==> config.mk <==
export PLATFORM = sky130hd
export DESIGN_NAME = scaler_sfft_ctrl
export DESIGN_NICKNAME = d
export VERILOG_FILES = /design/src/rtl/scaler_sfft_pkg.sv /design/src/rtl/sfft_lane_counter.sv /design/src/rtl/scaler_sfft_ctrl.sv
export SDC_FILE = /design/constraint.sdc
export NUM_CORES = 1
export LEC_CHECK = 0
export ABC_AREA = 1
export CAP_MARGIN = 20
export CORE_AREA = 5 5 168 186
export CTS_BUF_LIST = sky130_fd_sc_hd__clkbuf_4
export CTS_CLUSTER_DIAMETER = 80
export DETAILED_ROUTE_END_ITERATION = 8
export DIE_AREA = 0 0 173 191
export SLEW_MARGIN = 20
export SYNTH_ARGS = -nofsm -noshare
export SYNTH_HDL_FRONTEND = slang
export SYNTH_SLANG_ARGS = --single-unit
export TNS_END_PERCENT = 50
==> constraint.sdc <==
create_clock -name iClk -period 1.8 [get_ports iClk]
set_input_delay 0.36 -clock iClk [delete_from_list [all_inputs] [get_ports iClk]]
set_output_delay 0.36 -clock iClk [all_outputs]
set_load 0.01 [all_outputs]
==> src/rtl/scaler_sfft_pkg.sv <==
// Shared definitions for the SFFT run-sequencer: FSM encoding and derived sizes.
package scaler_sfft_pkg;

    // Sequencer states; the numeric values are visible on the debug state output.
    typedef enum logic [2:0] {
        ST_IDLE  = 3'd0,
        ST_LOAD  = 3'd1,
        ST_CLEAR = 3'd2,
        ST_RUN   = 3'd3,
        ST_DONE  = 3'd4
    } state_e;

    // Number of bits in one unary bitstream window.
    function automatic int calc_streamlen(input int bitwidth);
        return 1 << bitwidth;
    endfunction

    // Lane counter width: must hold the value STREAMLEN itself.
    function automatic int calc_cntw(input int bitwidth);
        return bitwidth + 1;
    endfunction

    // Total enabled cycles: pipeline flush followed by the counted window.
    function automatic int calc_runlen(input int bitwidth, input int pipedepth);
        return pipedepth + calc_streamlen(bitwidth);
    endfunction

endpackage

==> src/rtl/sfft_lane_counter.sv <==
// Saturating ones-counter for one SFFT output lane (unary -> binary).
module sfft_lane_counter
    import scaler_sfft_pkg::*;
#(
    parameter int CNTW      = 9,
    parameter int STREAMLEN = 256
) (
    input  logic            iClk,
    input  logic            iRst,
    input  logic            iClr,
    input  logic            iEn,
    output logic [CNTW-1:0] oCnt
);

    localparam logic [CNTW-1:0] SAT = CNTW'(STREAMLEN);

    logic [CNTW-1:0] cnt_q, cnt_d;

    // Clear wins over count; count stops at STREAMLEN instead of wrapping.
    always_comb begin
        cnt_d = cnt_q;
        if (iClr) begin
            cnt_d = '0;
        end else if (iEn && (cnt_q != SAT)) begin
            cnt_d = cnt_q + 1'b1;
        end
    end

    // Counter register with synchronous reset.
    always_ff @(posedge iClk) begin
        if (iRst) begin
            cnt_q <= '0;
        end else begin
            cnt_q <= cnt_d;
        end
    end

    assign oCnt = cnt_q;

endmodule

==> src/rtl/scaler_sfft_ctrl.sv <==
// Run-sequencer for the stochastic radix-2 SFFT: loads the twiddle, clears and
// enables the datapath for a flush + bitstream window, counts ones per lane and
// hands the counts upstream.
//
// Result handshake: oValid is held high with stable counts until the cycle in
// which iResReady is also high; that edge completes the transfer and oValid
// drops on the following cycle. Start handshake: a request transfers on an
// edge where iStart && oReady; iStart while oReady is low is dropped.
module scaler_sfft_ctrl
    import scaler_sfft_pkg::*;
#(
    parameter int BITWIDTH  = 8,
    parameter int NUMINPUTS = 8,
    parameter int PIPEDEPTH = 3,
    parameter int CNTW      = calc_cntw(BITWIDTH)
) (
    input  logic                      iClk,
    input  logic                      iRst,
    input  logic                      iStart,
    input  logic [BITWIDTH-1:0]       iwReal,
    input  logic [BITWIDTH-1:0]       iwImg,
    output logic                      oReady,
    output logic                      oSfftEn,
    output logic                      oSfftLoadW,
    output logic                      oSfftClr,
    output logic [BITWIDTH-1:0]       oSfftwReal,
    output logic [BITWIDTH-1:0]       oSfftwImg,
    input  logic [NUMINPUTS-1:0]      iSfftReal,
    input  logic [NUMINPUTS-1:0]      iSfftImg,
    output logic                      oRun,
    output logic                      oValid,
    input  logic                      iResReady,
    output logic [NUMINPUTS*CNTW-1:0] oCntReal,
    output logic [NUMINPUTS*CNTW-1:0] oCntImg,
    output logic [2:0]                oDbgState
);

    localparam int STREAMLEN = calc_streamlen(BITWIDTH);
    localparam int RUNLEN    = calc_runlen(BITWIDTH, PIPEDEPTH);
    localparam int RUNW      = $clog2(RUNLEN + 1);
    localparam logic [RUNW-1:0] LAST_CYC  = RUNW'(RUNLEN - 1);
    localparam logic [RUNW-1:0] FLUSH_CYC = RUNW'(PIPEDEPTH);

    state_e              state_q, state_d;
    logic                ready_q, load_q, clr_q, en_q, valid_q;
    logic [BITWIDTH-1:0] wreal_q, wimg_q;
    logic [RUNW-1:0]     cyc_q;
    logic                lane_clr, count_win;

    // Next-state logic for the sequencer.
    always_comb begin
        state_d = state_q;
        case (state_q)
            ST_IDLE:  if (iStart) state_d = ST_LOAD;
            ST_LOAD:  state_d = ST_CLEAR;
            ST_CLEAR: state_d = ST_RUN;
            ST_RUN:   if (cyc_q == LAST_CYC) state_d = ST_DONE;
            ST_DONE:  if (iResReady) state_d = ST_IDLE;
            default:  state_d = ST_IDLE;
        endcase
    end

    // State register plus one flop per control output, decoded from the next
    // state so each strobe comes straight from a flop.
    always_ff @(posedge iClk) begin
        if (iRst) begin
            state_q <= ST_IDLE;
            ready_q <= 1'b1;
            load_q  <= 1'b0;
            clr_q   <= 1'b0;
            en_q    <= 1'b0;
            valid_q <= 1'b0;
        end else begin
            state_q <= state_d;
            ready_q <= (state_d == ST_IDLE);
            load_q  <= (state_d == ST_LOAD);
            clr_q   <= (state_d == ST_CLEAR);
            en_q    <= (state_d == ST_RUN);
            valid_q <= (state_d == ST_DONE);
        end
    end

    // Twiddle register: captured only on an accepted start.
    always_ff @(posedge iClk) begin
        if (iRst) begin
            wreal_q <= '0;
            wimg_q  <= '0;
        end else if ((state_q == ST_IDLE) && iStart) begin
            wreal_q <= iwReal;
            wimg_q  <= iwImg;
        end
    end

    // Run cycle counter: zeroed in CLEAR, advances once per RUN cycle.
    always_ff @(posedge iClk) begin
        if (iRst) begin
            cyc_q <= '0;
        end else if (state_q == ST_CLEAR) begin
            cyc_q <= '0;
        end else if (state_q == ST_RUN) begin
            cyc_q <= cyc_q + 1'b1;
        end
    end

    assign lane_clr  = (state_q == ST_CLEAR);
    assign count_win = (state_q == ST_RUN) && (cyc_q >= FLUSH_CYC);

    for (genvar k = 0; k < NUMINPUTS; k++) begin : g_lane
        sfft_lane_counter #(
            .CNTW      (CNTW),
            .STREAMLEN (STREAMLEN)
        ) u_cnt_real (
            .iClk (iClk),
            .iRst (iRst),
            .iClr (lane_clr),
            .iEn  (count_win && iSfftReal[k]),
            .oCnt (oCntReal[k*CNTW +: CNTW])
        );
        sfft_lane_counter #(
            .CNTW      (CNTW),
            .STREAMLEN (STREAMLEN)
        ) u_cnt_img (
            .iClk (iClk),
            .iRst (iRst),
            .iClr (lane_clr),
            .iEn  (count_win && iSfftImg[k]),
            .oCnt (oCntImg[k*CNTW +: CNTW])
        );
    end

    assign oReady     = ready_q;
    assign oSfftLoadW = load_q;
    assign oSfftClr   = clr_q;
    assign oSfftEn    = en_q;
    assign oRun       = en_q;
    assign oValid     = valid_q;
    assign oSfftwReal = wreal_q;
    assign oSfftwImg  = wimg_q;
    assign oDbgState  = state_q;

endmodule
# [Yosys cells after proc, flatten, opt, wreduce, memory -nomap -nowiden]
# Index checks and enable logic that the tools add are counted.
[word_totals] ff_bits=177 latchBits=0 ram_bits=0 mem_bits_ro=0 input_bits=36 output_inout_bits=169 wordCells=109 n_memories=0
[classes] n_addsub=17 mul=0 div=0 order_cmp=1 n_eq_ne=25 n_shift=0 n_mux=4 bitwise_logic=0 n_reduce_logical=37
[op_table] cell="$add 9x1->9 const B" n=17
[op_table] cell="$ne 9x9->1 const B" n=16
[op_table] cell="$logic_and 1x1->1" n=34
[op_table] cell="$pmux 3 s5" n=1
[op_table] cell="$eq 3x2->1 const B" n=4
[op_table] cell="$eq 9x9->1 const B" n=1
[op_table] cell="$ge 9x2->1 const B" n=1
[op_table] cell="$mux 3" n=3
[op_table] cell="$eq 3x1->1 const B" n=2
[op_table] cell="$eq 3x3->1 const B" n=2
[op_table] cell="$logic_not 3->1" n=2
[op_table] cell="$reduce_or 2->1" n=1

# [Logic depth before layout (Yosys ltp)]
[logic_depth] depth_word=4 ltp_mapped=11 mapped_depth_nobuf=9

# [Hierarchy]
# From an unflattened synthesis, not the netlist that was laid out.
[unflattened] hier_cells=1325 hier_area_um2=9241.4
[modules_own_cells] module="sfft_lane_counter" n_inst=16 cells_per_inst=69 area_each_um2=479.2 seq_area_each_um2=180.2
[modules_own_cells] module="scaler_sfft_ctrl" n_inst=1 cells_per_inst=221 area_each_um2=1574.0 seq_area_each_um2=660.6

# [Least setup slack after synthesis]
# No wires, ideal clock.
[synth_path] kind="register to register" start="register cyc_q[0]" end="register g_lane[0].u_cnt_img.cnt_q[0]" setup_time_ns=0.113 t_arrival_ns=1.358 required_ns=1.687 path_slack_ns=0.329 stages_incl_launch_ff=12 n_path_buf=2 synth_period_minus_slack_ns=1.471 cell_sequence="dfxtp_1 -> ha_1 -> inv_1 -> nand3_1 -> nor2_1 -> nor2_1 -> buf_4 -> buf_8 -> nand2_4 -> inv_2 -> nor2_1 -> nor2_1"
[synth_via] elab_chain_cells=4
[synth_lines] element="start, declared" line_no="scaler_sfft_ctrl.sv:47" text="logic [RUNW-1:0] cyc_q;"
[synth_lines] element="start signal, assigned" line_no="scaler_sfft_ctrl.sv:101" text="cyc_q <= cyc_q + 1'b1;"
[synth_lines] element="$ge 9x2->1" line_no="scaler_sfft_ctrl.sv:106" text="assign count_win = (state_q == ST_RUN) && (cyc_q >= FLUSH_CYC);"
[synth_lines] element="$logic_and 1x1->1" line_no="scaler_sfft_ctrl.sv:106"
[synth_lines] element="$logic_and 1x1->1" line_no="scaler_sfft_ctrl.sv:126" text=".iEn (count_win && iSfftImg[k]),"
[synth_lines] element="$logic_and 1x1->1" line_no="sfft_lane_counter.sv:24" text="end else if (iEn && (cnt_q != SAT)) begin"
[synth_lines] element="end signal, assigned" line_no="sfft_lane_counter.sv:34" text="cnt_q <= cnt_d;"
[synth_lines] element="end, declared" line_no="sfft_lane_counter.sv:17" text="logic [CNTW-1:0] cnt_q, cnt_d;"
# Every way passes these cells.
# A chain may end at the register's enable or synchronous reset.

# [Worst setup path in the final report]
[layout_path] start="register cyc_q[0]" end="register g_lane[6].u_cnt_real.cnt_q[0]"
[layout_via] elab_chain_cells=4
[layout_lines] element="$ge 9x2->1" line_no="scaler_sfft_ctrl.sv:106"
[layout_lines] element="$logic_and 1x1->1" line_no="scaler_sfft_ctrl.sv:106"
[layout_lines] element="$logic_and 1x1->1" line_no="scaler_sfft_ctrl.sv:116" text=".iEn (count_win && iSfftReal[k]),"
[layout_lines] element="$logic_and 1x1->1" line_no="sfft_lane_counter.sv:24"
[layout_lines] element="end signal, assigned" line_no="sfft_lane_counter.sv:34"
[layout_lines] element="end, declared" line_no="sfft_lane_counter.sv:17"
# Every way passes these cells.

==> results.cfg <==
[run_status]
status = finished, final reports clean

[worst_setup_path]
worstSetupPathDepth = 11
slowest_delay_ns = 0.39
critPathBufInv = 4
crit_family = buffers and inverters
cp_data_required_time_ns = 2.29
startpoint_type = flop
crit_fanout = 11
crit_chain = ha_2 > inv_2 > nand3_4 > nor2_4 > nor2_4 > buf_12 > buf_12 > buf_12 > nand2_8 > o21ai_1 > nor2_1
crit_type = reg -> reg
cp-end-kind = flop
worstPathArrival_ns = 2.25
crit_top_cell = buf_12
crit_slowest_cell = dfxtp_1
worstRegToRegCells = 11

[sta]
max_slew_margin_pct = 73.38
finalWorstSetupSlack_ns = 0.03622
hold_viol = 0
setup_tns_ns = 0
fin_crit_sh_pct = 97.99
fmax_ghz = 0.5670
setup_violations = 0
slew_violations = 0
min_period_ns = 1.764
rsz0062_at_grt = true
tightest_slew_ns = 0.3993
fin_skew_ns = 0.04110

[pwr]
leakage_nw = 6.467
vdd_drop_max_uv = 416.6
powerDensity_nw_per_um2 = 537.0
total_power_mw = 7.325

[floorplan]
die_area_um2 = 33040
num_rows = 66
core_area_um2 = 29230
io_pins = 205
start_util_pct = 34.39
die_w_um = 173
die_h_um = 191

[layout]
layout-drive-gt1-share_pct = 16.21
layout_common_cells = 376 x nand2_1, 200 x nor2_1, 194 x inv_1, 171 x nand3_1, 158 x dlygate4sd2_1
area_growth_pct = 35.70
layoutNonFillerInstCount = 2177
fin_nets = 1859
utilization_pct = 46.66
n_fill_cell = 3072
final_common_cell = nand2_1

[placed_design]
place_worst_setup_slack_ns = 0.07092
dpl.cell_count = 2121
hpwl_um = 20000
io_buffers = 204
gp_congestion = 0.8249

[clock_network]
path_clk_slew_ns = 0.18
cts_sinks = 177
cts_buffers = 17
cts_tree = yes
h-tree-depth = 4
cts_buffer_depth = 2
clock_latency_ns = 0.60
ctsHoldBuffers = 0
clockRootBuffer = clkbuf_4

[drt]
num_vias = 10470
firstDrtPassIters = 7
vias_per_cell = 4.807
antenna_left = 0
drc = 0
wl_per_cell_um = 13.34
drt_iter0_drc = 553
routed_wl_um = 29030

[hold_path]
hp-class = in -> reg
holdPathStages = 3

[global_route]
antenna_found_initial = 1
grt_max_degree = 72
grtUsageTotal_pct = 16.66
gr-total-overflow = 0
grt_pass1_vias = 9800
grt_pass1_wl_um = 46910

[synth]
syn-num-nets = 1612
synth.avg_cell_area_um2 = 6.519
synth_cell_types = 31
syn_area_um2 = 10050
ys_warn_count = 0
yosysSeqAreaShare_pct = 35.25
ys_ff_latch = 177
synthCells = 1542

[run]
max_cap_violations = 0
-- cell families after synthesis --
family / Yosys count / synth area share, %
buffers and inverters: 246 / 9.746
XOR/XNOR: 61 / 5.315
adder cells (fa/ha/maj): 34 / 4.232
AND/OR/NAND/NOR: 844 / 36.46
AO/OA/AOI/OAI: 180 / 8.999
flip-flops: 177 / 35.25
-- cell usage after synthesis (all sizes together) --
master | number | area share (%)
a31oi | 1 | 0.062
nor2 | 218 | 8.6
ha | 34 | 4.2
nand3 | 173 | 8.7
nand3b | 7 | 0.52
xnor2 | 2 | 0.17
o21bai | 1 | 0.075
xor2 | 59 | 5.1
nor3b | 1 | 0.075
nor3 | 13 | 0.65
o21ai | 60 | 3.0
nand4 | 41 | 2.7
clkinv | 1 | 0.037
clkbuf | 14 | 0.52
inv | 203 | 7.6
nor4 | 1 | 0.062
buf | 28 | 1.6
nand2 | 390 | 15
dfxtp | 177 | 35
a21oi | 118 | 5.9
-- final cells by class --
cell class              count  area (µm²)  area share (%)
flip-flops and latches    177        3916           28.71
clock inverters            14       202.7           1.486
multi-input cells        1119        5640           41.35
diodes                      2       5.005         0.03669
clock buffers              17       127.6          0.9356
inverters                 204       765.7           5.614
well taps                 374       467.9           3.431
repair buffers            270        2515           18.44
-- what timing repair did --
item / in CTS / in global routing
pin swaps: 0 / 1
setup endpoints to repair: 169 / 110
setup buffers: 11 / 8
gates cloned: 0 / 4
gates resized for setup: 389 / 48
-- path summary, 6_finish.rpt --
| check | start | slack (ns) | end |
|---|---|---|---|
| max | cyc_q[0] | 0.04 | g_lane[6].u_cnt_real.oCnt[0] |
| min reg2reg | g_lane[3].u_cnt_real.oCnt[8] | 0.49 | g_lane[3].u_cnt_real.oCnt[8] |
| max reg2reg | cyc_q[0] | 0.04 | g_lane[6].u_cnt_real.oCnt[0] |
| min | iwImg[2] | 0.31 | oSfftwImg[2] |
-- per-stage QoR --
stage	hold slack, ns	area (µm²)
3_3_place_gp	0.4917	12760
6_report	0.3123	13640
3_5_place_dp	0.4967	12760
2_1_floorplan	0.4721	10050
5_1_grt	0.2414	13640
4_1_cts	0.2406	13340
-- per-layer routing --
| layer | GRT usage, % | vias up | share of wire (%) |
|---|---|---|---|
| met5 | 0 | - | 0 |
| met1 | 20.33 | 4790 | 45 |
| met3 | 5.182 | 26 | 6.1 |
| li1 | - | 5430 | - |
| met2 | 28.28 | 219 | 47 |
| met4 | 5.066 | 0 | 1.9 |
-- worst reg2reg max path, cell delays in order, from the launching register on --
cell and delay [ns]:
dfxtp_1 0.39, ha_2 0.19, inv_2 0.05, nand3_4 0.09, nor2_4 0.05, nor2_4 0.16
buf_12 0.15, buf_12 0.17, buf_12 0.14, nand2_8 0.07, o21ai_1 0.15, nor2_1 0.05
-- flip-flops by register name (all words and copies together) (netlist names) --
register                cells
oReady                      1
oSfftwImg                   8
oSfftClr                    1
cyc_q                       9
g_lane.u_cnt_img.oCnt      72
g_lane.u_cnt_real.oCnt     72
oValid                      1
oSfftwReal                  8
oRun                        1
oSfftLoadW                  1
oDbgState                   3
-- report_power, final --
part	leakage (nW)	switching [mW]	internal [mW]	total, mW
registers	1.53	0.0422	3.88	3.92
clock network	0.174	1.52	1.12	2.64
logic	4.77	0.461	0.298	0.759
Power figures use the tool's default switching activity.
